[src/rtl/prog_clock_divider_if.sv]
// Load port of the programmable clock divider: a valid/ready request carrying
// the target channel and new divisor/high-time, plus the registered error pulse.
interface prog_clock_divider_if #(
    parameter int WIDTH = 28,
    parameter int CH_W  = 1
);
    logic             load_valid;
    logic [CH_W-1:0]  load_ch;
    logic [WIDTH-1:0] load_div;
    logic [WIDTH-1:0] load_high;
    logic             load_ready;
    logic             load_err;

    modport master (
        output load_valid, load_ch, load_div, load_high,
        input  load_ready, load_err
    );

    modport slave (
        input  load_valid, load_ch, load_div, load_high,
        output load_ready, load_err
    );
endinterface

[src/rtl/prog_clock_divider.sv]
// Multi-channel programmable clock divider. Each channel produces a divided
// clock-enable waveform (low phase first, then high) and an end-of-period tick.
// New settings are staged in a pending slot and only applied at a period
// boundary (or while the channel is disabled), so outputs never show runts.
module prog_clock_divider #(
    parameter int WIDTH       = 28,
    parameter int CHANNELS    = 2,
    parameter int CH_W        = 1,
    parameter int DEFAULT_DIV = 10_000_000
) (
    input  logic                clock_in,
    input  logic                reset,
    input  logic [CHANNELS-1:0] enable,
    prog_clock_divider_if.slave ld,
    output logic [CHANNELS-1:0] clock_out,
    output logic [CHANNELS-1:0] tick
);
    localparam logic [WIDTH-1:0] DEF_DIV  = WIDTH'(DEFAULT_DIV);
    localparam logic [WIDTH-1:0] DEF_HIGH = WIDTH'(DEFAULT_DIV / 2);

    logic [CHANNELS-1:0][WIDTH-1:0] cnt_q, cnt_d;
    logic [CHANNELS-1:0][WIDTH-1:0] div_q, div_d;
    logic [CHANNELS-1:0][WIDTH-1:0] high_q, high_d;
    logic [CHANNELS-1:0][WIDTH-1:0] pdiv_q, pdiv_d;
    logic [CHANNELS-1:0][WIDTH-1:0] phigh_q, phigh_d;
    logic [CHANNELS-1:0]            pend_q, pend_d;
    logic [CHANNELS-1:0]            clk_q, clk_d;
    logic [CHANNELS-1:0]            tick_q, tick_d;
    logic [CHANNELS-1:0]            wrap;
    logic                           err_q, err_d;
    logic                           ready;
    logic                           vals_ok;
    logic                           xfer;

    // Ready reflects the addressed channel's pending slot; out-of-range channels are never ready.
    always_comb begin
        ready = 1'b0;
        for (int i = 0; i < CHANNELS; i++) begin
            if (ld.load_ch == CH_W'(i)) ready = ~pend_q[i];
        end
    end

    // high <= div-1 is written as high < div so no subtraction can wrap.
    assign vals_ok = (ld.load_div >= WIDTH'(2)) && (ld.load_high != '0) &&
                     (ld.load_high < ld.load_div);
    assign xfer    = ld.load_valid & ready;
    assign err_d   = xfer & ~vals_ok;

    // Last count of the current period, per channel.
    always_comb begin
        wrap = '0;
        for (int i = 0; i < CHANNELS; i++) begin
            wrap[i] = (cnt_q[i] == div_q[i] - WIDTH'(1));
        end
    end

    // Per-channel counting, output decode, pending apply and load capture.
    always_comb begin
        cnt_d   = cnt_q;
        div_d   = div_q;
        high_d  = high_q;
        pdiv_d  = pdiv_q;
        phigh_d = phigh_q;
        pend_d  = pend_q;
        clk_d   = '0;
        tick_d  = '0;
        for (int i = 0; i < CHANNELS; i++) begin
            if (enable[i]) begin
                // Compare against the pre-edge count: output lags the counter by one cycle.
                clk_d[i]  = (cnt_q[i] >= (div_q[i] - high_q[i]));
                tick_d[i] = wrap[i];
                cnt_d[i]  = wrap[i] ? '0 : cnt_q[i] + WIDTH'(1);
            end else begin
                cnt_d[i] = '0;
            end
            // Uses pend_q, so a load accepted on a wrap edge waits for the next wrap.
            if (pend_q[i] && (!enable[i] || wrap[i])) begin
                div_d[i]  = pdiv_q[i];
                high_d[i] = phigh_q[i];
                pend_d[i] = 1'b0;
            end
            if (xfer && vals_ok && (ld.load_ch == CH_W'(i))) begin
                pdiv_d[i]  = ld.load_div;
                phigh_d[i] = ld.load_high;
                pend_d[i]  = 1'b1;
            end
        end
    end

    // State registers; reset wins over any load or pending setting.
    always_ff @(posedge clock_in) begin
        if (reset) begin
            cnt_q   <= '0;
            div_q   <= {CHANNELS{DEF_DIV}};
            high_q  <= {CHANNELS{DEF_HIGH}};
            pdiv_q  <= '0;
            phigh_q <= '0;
            pend_q  <= '0;
            clk_q   <= '0;
            tick_q  <= '0;
            err_q   <= 1'b0;
        end else begin
            cnt_q   <= cnt_d;
            div_q   <= div_d;
            high_q  <= high_d;
            pdiv_q  <= pdiv_d;
            phigh_q <= phigh_d;
            pend_q  <= pend_d;
            clk_q   <= clk_d;
            tick_q  <= tick_d;
            err_q   <= err_d;
        end
    end

    assign ld.load_ready = ready;
    assign ld.load_err   = err_q;
    assign clock_out     = clk_q;
    assign tick          = tick_q;
endmodule

[src/flat_wrapper.sv]
// flat-port wrapper written by rule: the top's interface ports become plain ports
module prog_clock_divider_flat 
#(
    parameter int WIDTH       = 28,
    parameter int CHANNELS    = 2,
    parameter int CH_W        = 1,
    parameter int DEFAULT_DIV = 10_000_000
)
  (clock_in, reset, enable, clock_out, tick, ld_load_valid, ld_load_ch, ld_load_div, ld_load_high, ld_load_ready, ld_load_err);
  prog_clock_divider_if #(.WIDTH(WIDTH), .CH_W(CH_W)) ld_i ();
  input  logic clock_in;
  input  logic reset;
  input  logic [CHANNELS-1:0] enable;
  output logic [CHANNELS-1:0] clock_out;
  output logic [CHANNELS-1:0] tick;
  input wire logic [$bits(ld_i.load_valid)-1:0] ld_load_valid;
  input wire logic [$bits(ld_i.load_ch)-1:0] ld_load_ch;
  input wire logic [$bits(ld_i.load_div)-1:0] ld_load_div;
  input wire logic [$bits(ld_i.load_high)-1:0] ld_load_high;
  output wire logic [$bits(ld_i.load_ready)-1:0] ld_load_ready;
  output wire logic [$bits(ld_i.load_err)-1:0] ld_load_err;
  assign ld_i.load_valid = ld_load_valid;
  assign ld_i.load_ch = ld_load_ch;
  assign ld_i.load_div = ld_load_div;
  assign ld_i.load_high = ld_load_high;
  assign ld_load_ready = ld_i.load_ready;
  assign ld_load_err = ld_i.load_err;
  prog_clock_divider #(.WIDTH(WIDTH), .CHANNELS(CHANNELS), .CH_W(CH_W), .DEFAULT_DIV(DEFAULT_DIV)) u_core (.clock_in(clock_in), .reset(reset), .enable(enable), .ld(ld_i), .clock_out(clock_out), .tick(tick));
endmodule
[config.mk]
export PLATFORM = sky130hd
export DESIGN_NAME = prog_clock_divider_flat
export DESIGN_NICKNAME = d
export VERILOG_FILES = /design/src/rtl/prog_clock_divider_if.sv /design/src/rtl/prog_clock_divider.sv /design/src/flat_wrapper.sv
export SDC_FILE = /design/constraint.sdc
export NUM_CORES = 1
export LEC_CHECK = 0
export ABC_AREA = 1
export BUFFER_PORTS_ARGS = -buffer_cell sky130_fd_sc_hd__buf_2
export CORE_ASPECT_RATIO = 0.5
export CORE_MARGIN = 1.5
export CORE_UTILIZATION = 55
export DETAILED_ROUTE_END_ITERATION = 12
export HOLD_SLACK_MARGIN = 0.12
export PLACE_DENSITY = 0.83
export REMOVE_ABC_BUFFERS = 1
export SLEW_MARGIN = 30
export SYNTH_ARGS = -nofsm -noshare
export SYNTH_HDL_FRONTEND = slang
export SYNTH_SLANG_ARGS = --single-unit
[constraint.sdc]
create_clock -name clock_in -period 3.8 [get_ports clock_in]
set_input_delay 0.76 -clock clock_in [delete_from_list [all_inputs] [get_ports clock_in]]
set_output_delay 0.76 -clock clock_in [all_outputs]
set_load 0.01 [all_outputs]
==> impl_metrics.py, run 1 <==
metrics = {
    "place": {
        "place_congestion": 0.954,
        "post-place-ws_ns": 0.233,
        "place_area_um2": 19700,
        "hpwl_um": 38600,
        "io_buffer_count": 67,
    },
    "synthesis": {
        "synth_area_leaders": "dfxtp_1, nand2_1, nor2_1, ha_1, inv_1",
        "synth_edf_count": 0,
        "postSynthCellCount": 2943,
        "ys_seq_elements": 287,
        "synth_common_cells": "nand2_1, nor2_1, inv_1",
        "netlist_area_um2": 19100,
        "synthFlopType": "dfxtp_1",
        "ys_warn_count": 0,
        "synth_area_leader_cell": "dfxtp_1",
        "yosysTopAreaCellShare_pct": 30.1,
        "yosysSeqAreaShare_pct": 30.1,
        "async_flop_share_pct": 0,
        "synth.distinct_cells": 43,
        "syn_area_per_cell_um2": 6.48,
        "synth_most_common_cell": "nand2_1",
    },
    "clock_network": {
        "htree_levels": 1,
        "cts_hold_buffers": 0,
        "cts_buffers": 27,
        "clockRootBuffer": "clkbuf_16",
        "clkTransAtPathRegs_ns": 0.07,
        "clock_latency_ns": 0.56,
        "cts_tree": "built",
        "cts.sinks": 287,
        "cts_max_path_buffers": 3,
    },
    "finish": {
        "nets": 3160,
        "syn_to_final_growth_pct": 7.94,
        "final_area_um2": 20600,
        "fill_cells": 3118,
        "drive_above_1_share_pct": 5.69,
        "final_util_pct": 61.3,
    },
    "route": {
        "wl_um": 51200,
        "drt_first_pass_iters": 6,
        "vias": 18300,
        "wl_met1_um": 24700,
        "antenna_left": 0,
        "vias_per_cell": 5.32,
        "highest_layer": "met4",
        "route.met3.wl_um": 3150,
        "drtIter0Drc": 1466,
        "wl_met2_um": 21900,
        "route.detailed.drc": 0,
        "wire_per_inst_um": 14.9,
    },
    "sta": {
        "rsz0062_at_grt": "no",
        "max_slew_margin_pct": 55.8,
        "finalCritPeriodShare_pct": 89.6,
        "max_slew.worst_pin.slew_ns": 0.663,
        "drv_slew": 0,
        "final_critical_path_setup_slack_ns": 0.397,
        "clock_skew_ns": 0.0112,
        "hold_violations": 0,
        "fmax_mhz": 294,
        "fin_tns_setup_ns": 0,
        "setup_violations": 0,
        "period_needed_ns": 3.40,
    },
    "global_routing": {
        "grtUsageTotal_pct": 28.4,
        "antenna_found_initial": 4,
        "grt_pass1_wl_um": 83600,
        "grt_start_max_net_pins": 114,
        "overflow": 0,
        "grt_pass1_vias": 16600,
    },
    "worst_setup_path": {
        "cpLargestDelayFamily": "compound AO/OA/AOI/OAI gates",
        "cp_data_arrival_time_ns": 3.85,
        "cp_cell_sequence": "inv_1 > ha_1 > inv_1 > fa_1 > nand3_1 > nand2_1 > a21oi_1 > inv_1 > a21oi_1 > o21ai_1 > a21oi_1 > xor2_1 > ha_1 > a21oi_1 > o21ai_0 > nand3_1 > a21oi_1 > a211oi_1 > nand3_1 > o21ai_0 > inv_1",
        "cpPeakStageDelay_ns": 0.40,
        "required_ns": 4.25,
        "critPathLaunchType": "flop",
        "worst-path-max-fanout": 3,
        "worst-setup-path-type": "reg -> reg",
        "cpMostUsedCell": "a21oi_1",
        "critPathBufInv": 4,
        "critPathSlowestCell": "fa_1",
        "end_kind": "flop",
    },
    "floorplanning": {
        "die_h_um": 135,
        "die_w_um": 266,
        "ios": 68,
        "rows": 47,
        "fp.coreArea_um2": 33600,
        "floorplan.initialDensity_pct": 56.8,
        "fp.dieArea_um2": 35900,
    },
    "pwr": {
        "power-per-cell-area_nw_per_um2": 359,
        "total_power_mw": 7.39,
        "ir_drop_uv": 290,
        "p_leak_nw": 9.20,
    },
    "min_path": {
        "holdCritPathClass": "in -> reg",
    },
    "run_status": {
        "status": "finished clean",
    },
    "job": {
        "maxCapViolations": 0,
    },
}
==> placed cells by master (no fill, tap or decap), drive strengths merged, types with 4 or more instances in the layout <==
cell / Yosys / layout
a21boi: 4 / 4
a21oi: 192 / 192
a31oi: 7 / 7
and2: 5 / 5
buf: 62 / 88
clkbuf: 43 / 31
clkinv: 0 / 8
dfxtp: 287 / 287
ha: 141 / 141
inv: 337 / 341
nand2: 699 / 699
nand3: 236 / 236
nand3b: 14 / 14
nand4: 60 / 60
nor2: 560 / 560
nor3: 32 / 32
nor3b: 9 / 9
nor4: 8 / 8
o211ai: 4 / 4
o21a: 13 / 13
o21ai: 52 / 52
o21bai: 9 / 9
o221ai: 4 / 4
or2: 5 / 5
xnor2: 68 / 68
xor2: 78 / 78
==> layer usage <==
metal | up-vias | GRT usage [%]
li1 | 9414 | -
met4 | 0 | 8.93
met2 | 544 | 44.8
met5 | - | 0
met3 | 87 | 3.59
met1 | 8263 | 40.5
==> tightest hold or removal path: stages <==
cell,delay [ns]
buf_2,0.09
nand4_1,0.08
inv_1,0.05
==> logic make-up after synthesis <==
family                     share of synthesized area, %
DFF                                                30.1
buffers and inverters                              9.32
xor gates and xnor gates                           6.71
AOI/OAI and AO/OA                                  8.47
adders and majority gates                          9.46
muxes                                            0.0525
and+or+nand+nor                                    35.8
==> through the flow <==
stage,hold WS [ns],cells
finish,0.448,3440
CTS,0.437,3437
global placement,0.440,3391
global route,0.478,3440
detailed placement,0.445,3391
floorplan,0.429,2838
==> cell type report <==
cell class	instances	area, µm²	share of cell area (%)
flip-flops and latches	287	5750	28.0
repair buffers	88	568	2.76
diodes	3	7.51	0.0365
inverters	337	1270	6.17
well taps	465	582	2.83
multi-input cells	2214	11600	56.2
clock inverters	15	136	0.663
clock buffers	31	701	3.41
==> timing repair <==
item	4_1_cts	5_1_grt
setup buffers	0	0
gates resized for setup	0	7
endpoints found under the setup margin	0	2
==> final timing paths <==
check	startpoint	end	slack (ns)	cells after the start
worst max-delay path	u_core.div_q[0]$_SDFFE_PP0P_	u_core.clock_out[0]$_SDFF_PP0_	0.40	21
worst min-delay path	ld_load_valid	u_core.ld.load_err$_SDFF_PP0_	0.45	3
worst max register to register	u_core.div_q[0]$_SDFFE_PP0P_	u_core.clock_out[0]$_SDFF_PP0_	0.40	21
worst min register to register	u_core.high_q[8]$_SDFFE_PP1P_	u_core.high_q[8]$_SDFFE_PP1P_	0.46	2
==> power breakdown <==
group / leakage [nW] / internal [mW] / switching, mW
Sequential: 2.34 / 3.14 / 0.119
Combinational: 6.45 / 0.527 / 0.936
Clock: 0.411 / 1.41 / 1.26
==> registers in the layout, summed over array words and instances, names as in the netlist <==
| register | count |
|---|---|
| u_core.high_q | 56 |
| u_core.phigh_q | 56 |
| u_core.pend_q | 2 |
| u_core.ld.load_err | 1 |
| u_core.pdiv_q | 56 |
| u_core.tick | 2 |
| u_core.div_q | 56 |
| u_core.cnt_q | 56 |
| u_core.clock_out | 2 |
Power figures use the tool's default switching activity.
==> inputs of run 2 (changes only) <==
ABC_AREA = default   (was 1)
PLACE_DENSITY = 0.77   (was 0.83)
==> impl_metrics.py, run 2 <==
metrics = {
    "place": {
        "hpwl_um": 33800,
        "place_congestion": 0.939,
        "place_area_um2": 19700,
        "io_buffer_count": 67,
    },
    "pwr": {
        "power_frac_clock_pct": 39.8,
        "p_seq_share_pct": 45.9,
        "pwr-share-comb_pct": 14.2,
        "ir_drop_uv": 256,
        "power-per-cell-area_nw_per_um2": 323,
        "p_sw_share_pct": 27.0,
        "p_int_mw": 5.07,
        "p_leak_nw": 8.39,
        "netSwitchingPower_mw": 1.88,
    },
    "synthesis": {
        "ys_seq_elements": 287,
        "synth_most_common_cell": "nor2_1",
        "synth_area_leader_cell": "dfxtp_1",
        "syn_area_per_cell_um2": 8.30,
        "synth.distinct_cells": 70,
        "yosysSeqAreaShare_pct": 31.1,
        "synth_common_cells": "nor2_1, dfxtp_1, mux2i_1",
        "synthFlopType": "dfxtp_1",
        "async_flop_share_pct": 0,
        "synth_edf_count": 0,
        "synth_area_leaders": "dfxtp_1, ha_1, mux2i_1, nor2_1, xnor2_1",
        "netlist_area_um2": 18500,
        "postSynthCellCount": 2225,
        "yosysTopAreaCellShare_pct": 31.1,
        "ys_warn_count": 0,
    },
    "clock_network": {
        "cts_hold_buffers": 0,
        "cts_max_path_buffers": 3,
        "clockRootBuffer": "clkbuf_16",
        "clkTransAtPathRegs_ns": 0.07,
        "clock_latency_ns": 0.57,
        "htree_levels": 1,
        "cts_tree": "built",
        "cts_buffers": 27,
        "cts.sinks": 287,
    },
    "sta": {
        "finalCritPeriodShare_pct": 97.5,
        "hold_ws_ns": 0.479,
        "hold_violations": 0,
        "setup_violations": 0,
        "drv_slew": 0,
        "max_slew.worst_pin.slew_ns": 0.926,
        "fmax_mhz": 270,
        "rsz0062_at_grt": "yes",
        "period_needed_ns": 3.71,
        "clock_skew_ns": 0.0115,
        "max_slew_margin_pct": 38.2,
    },
    "route": {
        "vias_per_cell": 5.96,
        "drt_first_pass_iters": 5,
        "drtIter0Drc": 1408,
        "wl_um": 49400,
        "route.met3.wl_um": 2760,
        "vias": 16600,
        "highest_layer": "met4",
        "wl_met2_um": 21500,
        "wire_per_inst_um": 17.8,
        "route.detailed.drc": 0,
        "wl_met1_um": 23500,
        "antenna_left": 0,
    },
    "finish": {
        "final_common_cell": "nor2_1",
        "final_cell_mix": "nor2_1, dfxtp_1, mux2i_1, ha_1, inv_1",
        "nets": 2519,
        "drive_above_1_share_pct": 14.5,
        "final_area_um2": 21500,
        "syn_to_final_growth_pct": 16.3,
    },
    "floorplanning": {
        "fp.coreArea_um2": 33000,
        "ios": 68,
        "floorplan.initialDensity_pct": 55.9,
        "die_w_um": 262,
        "fp.dieArea_um2": 34800,
        "die_h_um": 133,
        "rows": 47,
    },
    "worst_setup_path": {
        "r2r_cells": 13,
        "required_ns": 4.26,
        "worst-setup-path-type": "reg -> reg",
        "end_kind": "flop",
        "worst-path-max-fanout": 28,
        "critPathLaunchType": "flop",
        "cp_data_arrival_time_ns": 4.16,
    },
    "global_routing": {
        "grtUsageTotal_pct": 26.5,
        "grt_pass1_vias": 15000,
        "overflow": 0,
        "grt_start_max_net_pins": 150,
        "antenna_found_initial": 6,
        "grt_pass1_wl_um": 76500,
    },
    "job": {
        "maxCapViolations": 0,
    },
    "run_status": {
        "status": "finished clean",
    },
    "min_path": {
        "min_path_cells": 1,
        "holdCritPathClass": "reg -> reg",
    },
}
## run 2: metal layers
| metal | vias up | track usage, % |
|---|---|---|
| li1 | 8144 | - |
| met1 | 7838 | 38.0 |
| met2 | 480 | 40.6 |
| met3 | 113 | 3.55 |
| met4 | 0 | 10.0 |
| met5 | - | 0 |
## run 2: worst max-delay path, cell delays in order, from the launching register on
cell and delay [ns]:
dfxtp_2 0.32, inv_2 0.06, buf_4 0.11, ha_1 0.24, or4b_2 0.67, o21ai_0 0.18
o31ai_1 0.11, a221o_1 0.37, a2111oi_1 0.43, buf_4 0.21, o2111ai_4 0.17, buf_12 0.20
clkbuf_16 0.20, o311ai_1 0.31
## run 2: logic make-up after synthesis
group	count (synthesis)	share of synthesized area, %
AOI/OAI and AO/OA	357	13.1
and+or+nand+nor	849	23.6
adders and majority gates	143	9.77
xor gates and xnor gates	171	8.11
DFF	287	31.1
muxes	161	8.73
buffers and inverters	257	5.60
## run 2: cell type report
cell class	instances	area (µm²)
Sequential cell	287	5750
Clock inverter	10	109
Timing Repair Buffer	195	1620
Multi-Input combinational cell	1681	12200
Antenna cell	7	17.5
Tap cell	441	552
Clock buffer	38	767
Fill cell	2675	11600
Inverter	122	458
## run 2: power by group through the flow
stage	combinational [mW]	clock [mW]	sequential [mW]
4_1_cts	0.921	2.79	3.19
2_1_floorplan	0.612	0	3.23
6_report	0.988	2.77	3.19
3_3_place_gp	0.875	0	3.25
5_1_grt	1.08	2.90	3.20
3_5_place_dp	0.896	0	3.25
## run 2: stage by stage
| stage | total power [mW] | utilization (%) | TNS (ns) | setup WS, ns | cells |
|---|---|---|---|---|---|
| final | 6.94 | 65.0 | 0 | 0.0946 | 2781 |
| after global routing | 7.18 | 65.0 | -0.404 | -0.191 | 2780 |
| after CTS | 6.90 | 63.1 | 0 | 0.00283 | 2760 |
| after detailed placement | 4.15 | 59.8 | -1.76 | -0.150 | 2696 |
| after global placement | 4.13 | 59.8 | -0.0700 | -0.0527 | 2696 |
| after floorplan | 3.84 | - | -1324.31 | -7.82 | 2090 |
## run 2: what timing repair did
item / in CTS / in global routing
cloned: 3 / 5
hold endpoints to repair: 0 / 0
setup buffers: 13 / 10
endpoints found under the setup margin: 44 / 112
pin swaps: 13 / 48
resized for setup: 19 / 94
## run 2: path summary, 6_finish.rpt
path | start | endpoint | slack, ns
max | u_core.div_q[28]$_SDFFE_PP0P_ | u_core.div_q[36]$_SDFFE_PP0P_ | 0.09
min | u_core.phigh_q[11]$_SDFFE_PP0P_ | u_core.high_q[11]$_SDFFE_PP1P_ | 0.48
max reg2reg | u_core.div_q[28]$_SDFFE_PP0P_ | u_core.div_q[36]$_SDFFE_PP0P_ | 0.09
min reg2reg | u_core.phigh_q[11]$_SDFFE_PP0P_ | u_core.high_q[11]$_SDFFE_PP1P_ | 0.48
